File: src/rtl/alsu_pkg.sv
// Shared definitions for the ALSU display/LED controller: state encoding,
// segment glyphs and LED/anode constants.
package alsu_pkg;

    typedef enum logic [1:0] {
        ST_IDLE = 2'd0,
        ST_SHOW = 2'd1,
        ST_ERR  = 2'd2
    } disp_state_t;

    // Segment patterns are {a,b,c,d,e,f,g}, active-low.
    localparam logic [6:0] SEG_BLANK = 7'b1111111;
    localparam logic [6:0] SEG_DASH  = 7'b1111110;
    localparam logic [6:0] SEG_E     = 7'b0110000;
    localparam logic [6:0] SEG_R     = 7'b1111010;

    localparam logic [3:0]  ANODE_OFF = 4'b1111;
    localparam logic [15:0] LEDS_ON   = 16'hFFFF;
    localparam logic [15:0] LEDS_OFF  = 16'h0000;

    function automatic logic [3:0] anode_sel(input logic [1:0] idx);
        return ~(4'b0001 << idx);
    endfunction

endpackage

File: src/rtl/seg7_hex_dec.sv
// Combinational 4-bit to 7-segment hex decoder, active-low {a,b,c,d,e,f,g}.
module seg7_hex_dec
    import alsu_pkg::*;
(
    input  logic [3:0] hex,
    output logic [6:0] seg
);

    always_comb begin
        seg = SEG_BLANK;
        case (hex)
            4'h0: seg = 7'b0000001;
            4'h1: seg = 7'b1001111;
            4'h2: seg = 7'b0010010;
            4'h3: seg = 7'b0000110;
            4'h4: seg = 7'b1001100;
            4'h5: seg = 7'b0100100;
            4'h6: seg = 7'b0100000;
            4'h7: seg = 7'b0001111;
            4'h8: seg = 7'b0000000;
            4'h9: seg = 7'b0000100;
            4'hA: seg = 7'b0001000;
            4'hB: seg = 7'b1100000;
            4'hC: seg = 7'b0110001;
            4'hD: seg = 7'b1000010;
            4'hE: seg = 7'b0110000;
            4'hF: seg = 7'b0111000;
            default: seg = SEG_BLANK;
        endcase
    end

endmodule

File: src/rtl/alsu_disp_ctrl.sv
// Drives the board's 4-digit display and LEDs from ALSU results: shows the
// latest 6-bit result in hex, dashes before any result, and blinks on errors.
module alsu_disp_ctrl
    import alsu_pkg::*;
#(
    parameter int REFRESH_DIV = 100000,
    parameter int BLINK_DIV   = 25000000,
    parameter int ERR_BLINKS  = 4
) (
    input  logic        clk,
    input  logic        rst,
    input  logic [5:0]  res_in,
    input  logic        res_valid,
    input  logic        err_in,
    output logic [3:0]  anode,
    output logic [6:0]  cathode,
    output logic [15:0] leds
);

    localparam int RW      = $clog2(REFRESH_DIV);
    localparam int BW      = $clog2(BLINK_DIV);
    localparam int TOGGLES = 2 * ERR_BLINKS;
    localparam int TW      = $clog2(TOGGLES + 1);

    localparam logic [RW-1:0] REF_LAST   = RW'(REFRESH_DIV - 1);
    localparam logic [BW-1:0] BLINK_LAST = BW'(BLINK_DIV - 1);
    localparam logic [TW-1:0] TOG_LAST   = TW'(TOGGLES - 1);

    disp_state_t   state;
    logic [5:0]    value;
    logic          has_val;
    logic [BW-1:0] blink_cnt;
    logic          phase_on;
    logic [TW-1:0] toggles;

    logic [RW-1:0] ref_cnt;
    logic [1:0]    digit;

    logic [6:0]    seg_lo;
    logic [6:0]    seg_hi;
    logic [6:0]    seg_next;
    logic          blink_tc;

    seg7_hex_dec u_dec_lo (
        .hex (value[3:0]),
        .seg (seg_lo)
    );

    seg7_hex_dec u_dec_hi (
        .hex ({2'b00, value[5:4]}),
        .seg (seg_hi)
    );

    assign blink_tc = (blink_cnt == BLINK_LAST);

    // Mode control, value capture and error-blink timing. An error strobe
    // always (re)starts a full episode, even when one is already running.
    always_ff @(posedge clk or posedge rst) begin
        if (rst) begin
            state     <= ST_IDLE;
            value     <= '0;
            has_val   <= 1'b0;
            blink_cnt <= '0;
            phase_on  <= 1'b1;
            toggles   <= '0;
            leds      <= LEDS_OFF;
        end else begin
            if (res_valid) begin
                value   <= res_in;
                has_val <= 1'b1;
            end

            if (err_in) begin
                state     <= ST_ERR;
                blink_cnt <= '0;
                phase_on  <= 1'b1;
                toggles   <= '0;
                leds      <= LEDS_ON;
            end else begin
                case (state)
                    ST_IDLE: begin
                        if (res_valid) begin
                            state <= ST_SHOW;
                        end
                    end
                    ST_SHOW: begin
                    end
                    ST_ERR: begin
                        if (blink_tc) begin
                            blink_cnt <= '0;
                            if (toggles == TOG_LAST) begin
                                state    <= (has_val || res_valid) ? ST_SHOW : ST_IDLE;
                                toggles  <= '0;
                                phase_on <= 1'b1;
                                leds     <= LEDS_OFF;
                            end else begin
                                toggles  <= toggles + 1'b1;
                                phase_on <= ~phase_on;
                                leds     <= phase_on ? LEDS_OFF : LEDS_ON;
                            end
                        end else begin
                            blink_cnt <= blink_cnt + 1'b1;
                        end
                    end
                    default: begin
                        state <= ST_IDLE;
                    end
                endcase
            end
        end
    end

    // Glyph for the digit being latched at the next slot boundary.
    always_comb begin
        seg_next = SEG_BLANK;
        case (state)
            ST_IDLE: seg_next = SEG_DASH;
            ST_SHOW: begin
                if (digit == 2'd0) begin
                    seg_next = seg_lo;
                end else if (digit == 2'd1) begin
                    seg_next = seg_hi;
                end
            end
            ST_ERR: begin
                if (phase_on) begin
                    case (digit)
                        2'd3:       seg_next = SEG_E;
                        2'd2, 2'd1: seg_next = SEG_R;
                        default:    seg_next = SEG_BLANK;
                    endcase
                end
            end
            default: seg_next = SEG_BLANK;
        endcase
    end

    // Digit scan: the slot for the current index is latched at terminal
    // count, so after reset digit0 is the first one to light.
    always_ff @(posedge clk or posedge rst) begin
        if (rst) begin
            ref_cnt <= '0;
            digit   <= 2'd0;
            anode   <= ANODE_OFF;
            cathode <= SEG_BLANK;
        end else if (ref_cnt == REF_LAST) begin
            ref_cnt <= '0;
            digit   <= digit + 1'b1;
            anode   <= anode_sel(digit);
            cathode <= seg_next;
        end else begin
            ref_cnt <= ref_cnt + 1'b1;
        end
    end

endmodule
File: config.mk
export PLATFORM = sky130hd
export DESIGN_NAME = alsu_disp_ctrl
export DESIGN_NICKNAME = d
export VERILOG_FILES = /design/src/rtl/alsu_pkg.sv /design/src/rtl/seg7_hex_dec.sv /design/src/rtl/alsu_disp_ctrl.sv
export SDC_FILE = /design/constraint.sdc
export NUM_CORES = 1
export LEC_CHECK = 0
export ABC_AREA = 1
export CAP_MARGIN = 20
export CORE_ASPECT_RATIO = 0.5
export CORE_MARGIN = 2
export CORE_UTILIZATION = 30
export CTS_BUF_LIST = sky130_fd_sc_hd__clkbuf_4 sky130_fd_sc_hd__clkbuf_8
export CTS_CLUSTER_SIZE = 10
export DETAILED_ROUTE_END_ITERATION = 10
export SYNTH_ARGS = -nofsm -noshare
export SYNTH_HDL_FRONTEND = slang
export SYNTH_SLANG_ARGS = --single-unit
File: constraint.sdc
create_clock -name clk -period 2.39 [get_ports clk]
set_input_delay 0.3585 -clock clk [delete_from_list [all_inputs] [get_ports clk]]
set_output_delay 0.3585 -clock clk [all_outputs]
set_load 0.01 [all_outputs]
* After elaboration in Yosys (flattened, before gate mapping) *
Memories as Yosys holds them, arrays and structs flattened.
Cells that the tools add are included.

cells by class
  add/sub/neg operators = 4
  $mul = 0
  div/mod/pow operators = 0
  order comparisons = 0
  eq/ne operators = 12
  shift operators = 1
  muxes and demuxes = 28
  bitwise operators = 2
  reduce and logical (&&, ||, !) cells = 8

operators by type and width
  kind                     number
  $mux W16                 5
  $mux W25                 3
  $add A25 B1 Y25 const B  1
  $eq A25 B25 Y1 const B   1
  $mux W7                  3
  $pmux W7 S3              1
  $add A17 B1 Y17 const B  1
  $eq A17 B17 Y1 const B   1
  $mux W17                 1
  $mux W4                  4
  $pmux W7 S2              1
  $ne A3 B3 Y1 const B     3
  $mux W2                  4
  $eq A2 B2 Y1 const B     3
  $pmux W2 S3              1
  $mux W1                  5
  $add A4 B1 Y4 const B    1
  $eq A2 B1 Y1 const B     2
  $eq A4 B3 Y1 const B     1
  $logic_not A2 Y1         2
  $not A4 Y4               1
  $reduce_and A4 Y1        1
  $reduce_bool A2 Y1       2
  $shl A1 B2 Y4 const A    1
  other kinds (6)          6

storage, ports and cells
  register bits after elaboration = 85
  latch bits = 0
  RAM bits = 0
  memory bits (read-only) = 224
  bits of input ports = 10
  output and inout bits = 27
  memories kept = 2

memory list
  memory           depth  bits a word  rd ports  clocked after memory_dff  write ports  line                text
  (no name shown)  16     7            1         0                         0            seg7_hex_dec.sv:11  case (hex)
  (no name shown)  16     7            1         0                         0            seg7_hex_dec.sv:11

* Logic depth before layout (Yosys ltp) *
  depth after elaboration = 6
  gate-level depth with buffers = 11
  depth with buffers taken out = 10

* Hierarchy *
A second synthesis with hierarchy kept.

second synthesis, totals
  cells, all modules = 598
  area, all modules = 4506.8 sq um

modules (own cells, without submodules)
  module          instances  cells an instance  area an instance (sq um)
  alsu_disp_ctrl  1          500                3958.8
  seg7_hex_dec    2          49                 274.0

* Least setup slack after synthesis *
OpenSTA, ideal clock, no wires.

  path type = register to register
  from = reg blink_cnt[0]
  to = reg blink_cnt[17]
  library setup time = 0.066 ns
  data arrival time = 1.443 ns
  data required time = 2.324 ns
  slack = 0.881 ns
  stages on the path, launching flop included = 11
  buffers on the path = 0
  cells stage by stage = dfrtp_1 -> ha_1 -> nand3_2 -> clkinv_2 -> nand2_4 -> nor2_4 -> nand2_2 -> nand2_4 -> nor2_2 -> nand3_1 -> nand2_1

between the ends
  cells in the longest elaborated chain, start to end = 4

RTL lines
  item                                                      line                                         text
  start: declaration                                        alsu_disp_ctrl.sv:32                         logic [BW-1:0] blink_cnt;
  start signal: assignment                                  alsu_disp_ctrl.sv:102                        blink_cnt <= blink_cnt + 1'b1;
  $add A25 B1 Y25 / $eq A25 B25 Y1 (equally long branches)  alsu_disp_ctrl.sv:102, alsu_disp_ctrl.sv:54
  $mux W25 *                                                alsu_disp_ctrl.sv:89                         if (blink_tc) begin
  $mux W25 *                                                alsu_disp_ctrl.sv:80                         case (state)
  $mux W25 *                                                alsu_disp_ctrl.sv:73                         if (err_in) begin

Every way passes the cells marked *; elsewhere a longest branch is shown, timed or not. The select of a mux whose other input is x is not followed.
A chain may end at the register's enable or synchronous reset.

==> impl_metrics.tcl <==
set metrics [dict create \
    max_clock_freq_mhz 509 \
    cts.clk_slew.worst_paths_ns 0.09 \
    drtIter0Drc 176 \
    synth_edf_count 0 \
    muxShareOfSynthArea_pct 0 \
    arrival_ns 1.61 \
    synthDistinctLibCells 41 \
    root_buffer "clkbuf_8" \
    ys_seq_area_share_pct 41.9 \
    ys_ff_latch 70 \
    synth.cell_area_um2 4220 \
    synth_top_family_by_area "simple AND/OR/NAND/NOR gates" \
    gp_congestion 0.826 \
    via_count 3421 \
    fp.coreArea_um2 13600 \
    h-tree-depth 3 \
    r2r_setup_slack_ns 0.57 \
    viasPerCell 4.41 \
    antennaDiodeCount 0 \
    postCtsHoldBufs 0 \
    r2r_end "cathode[0]" \
    r2r_start "ref_cnt[0]" \
    nets 603 \
    final-setup-viol-count 0 \
    worst-endpoint-required_ns 2.03 \
    drc_errors 0 \
    crit_path_end_kind "output pin" \
    tightest_slew_ns 0.558 \
    io_pins 37 \
    syn_nets 575 \
    rows 30 \
    utilization_pct 35.9 \
    critPathLaunchType "flop" \
    clock_latency_ns 0.37 \
    power_density_nw_per_um2 493 \
    use_met1_pct 16.1 \
    dp_hpwl_mm 6.59 \
    path_cells "clkdlybuf4s50_1" \
    cts.sinks 70 \
    critPathBufInv 1 \
    cap_violations 0 \
    final_common_cell "nand2_1" \
    antenna_found_initial 0 \
    worstSetupPathType "flop to output pin" \
    cts_resized 0 \
    drive_gt1_share_pct 13.5 \
    fillerInstances 1422 \
    grt_busiest_layer "met2" \
    die-area_um2 15100 \
    crit_slowest_cell "clkdlybuf4s50_1" \
    async_reset_ff_share_pct 100 \
    hold_viol 0 \
    ant_nets 0 \
    grt_pass1_vias 3414 \
    avgSynthCellArea_um2 7.65 \
    critPathMaxFanout 17 \
    synthFlopType "dfrtp_1" \
    cts_buffer_depth 2 \
    finalSetupTns_ns 0 \
    post_cts_buffers 0 \
    cp_top_family "buffers and inverters" \
    relSlewSlack_pct 62.7 \
    peakVddDrop_uv 239 \
    grt_max_degree 28 \
    worst_hold_path_type "input pin to asynchronous set/reset pin" \
    rsz0062_at_grt "false" \
    fin_skew_ns 0.0124 \
    fp.dieH_um 87.8 \
    portBuffers 36 \
    yosys.area_share.adder_pct 4.16 \
    final.period_utilization_pct 82.2 \
    final_cell_mix "nand2_1, nor2_1, dfrtp_1, inv_1, clkdlybuf4s50_1" \
    final-max-slew-violation-count 0 \
    grtUsageTotal_pct 13.0 \
    first_pass_iters 4 \
    grt_use_met2_pct 22.4 \
    die_x_um 172 \
    synth_area_leaders "dfrtp_1, nand2_1, dfstp_2" \
    synth_xor_area_share_pct 4.36 \
    area_growth_pct 15.9 \
    fin_crit_ns 1.96 \
    grt_pass1_wl_mm 15.7 \
    synth-compound-area-share_pct 9.41 \
    status "finished, final reports clean" \
    wire_per_inst_um 11.4 \
    numCtsBuffers 9 \
    drt_wl_total_mm 8.82 \
    ys_warn_count 0 \
    grt_overflow 0 \
    synth_cells 551 \
    grt_use_met3_pct 3.66 \
    synth_top_cell_by_area "dfrtp_1" \
    layout.area.seq_um2 1770 \
    cts_tree "yes" \
    synth_top_area_share_pct 34.4 \
    yosys.area_share.simple_pct 30.2 \
    start_util_pct 30.9 \
    power_mw 2.41 \
    max_stage_delay_ns 0.63 \
    r2r_cells 10 \
    multi_input_area_um2 2030 \
    p_leak_nw 2.13 \
]
-- logic make-up after synthesis --
kind of cell,Yosys count
adder cells (fa/ha/maj),14
buffers and inverters,91
XOR/XNOR,21
AO/OA/AOI/OAI,70
AND/OR/NAND/NOR,285
flip-flops,70
-- metal layers --
layer  part of all wire [%]  vias up
met5                      0        -
met4                    1.3        0
met3                    3.7        8
met2                     46       46
met1                     49     1587
li1                       -     1780
-- cell type report --
type | instances | share of cell area (%)
multi-input cells | 390 | 41.5
clock buffers | 10 | 2.82
well taps | 192 | 4.92
repair buffers | 42 | 8.55
inverters | 66 | 5.10
flip-flops and latches | 70 | 36.2
clock inverters | 6 | 0.922
-- worst max-delay path by stage --
stage	start	to	slack [ns]	cells past startpoint
after CTS	leds[14]	leds[11]	0.39	1
final	leds[14]	leds[11]	0.43	1
after global placement	err_in	blink_cnt[23]	0.62	6
after detailed placement	err_in	blink_cnt[18]	0.56	6
after global routing	ref_cnt[0]	cathode[0]	0.30	10
after floorplan	rst	blink_cnt[0]	0.28	1
-- sequential cells by signal (all words and copies together) (netlist names) --
name       count
leds           1
toggles        4
blink_cnt     25
cathode        7
digit          2
has_val        1
ref_cnt       17
value          6
state          2
anode          4
phase_on       1
-- Yosys cell counts, types with 2 or more instances --
cell and count:
nand2_1 146, nor2_1 67, dfrtp_1 58, inv_1 56
o21ai_0 32, nand3_1 24, buf_4 17, xor2_1 17
ha_1 14, dfstp_2 12, o21ai_1 11, nor2_2 9
a21oi_1 8, inv_2 8, nand4_1 8, nand2_2 7
nor3_1 6, o21ai_2 6, buf_2 4, o22ai_1 4
xnor2_1 4, a31oi_1 3, clkbuf_1 3, nand2_4 3
or2_2 3, nand3_2 2, nand3_4 2, nand3b_1 2
nor2_4 2, o211ai_1 2
-- report_power, final --
part / internal, mW / switching (mW)
clock network: 0.408 / 0.491
registers: 1.21 / 0.0349
logic: 0.122 / 0.140
-- stage by stage --
step	cell area, um^2	hold slack, ns	setup slack [ns]	cells
2_1_floorplan	4220	0.427	0.283	551
3_3_place_gp	4700	0.443	0.622	760
3_5_place_dp	4700	0.447	0.560	760
4_1_cts	4890	0.368	0.389	776
5_1_grt	4890	0.393	0.302	776
6_report	4890	0.363	0.426	776
-- worst reg2reg max path: cells and delay by family, from the launching register on --
kind                     cells  cell delay (ns)
flip-flops                   1             0.38
AO/OA/AOI/OAI                1             0.12
adder cells (fa/ha/maj)      1             0.19
buffers and inverters        2             0.32
AND/OR/NAND/NOR              6             0.76
(Power assumes the default switching activity.)
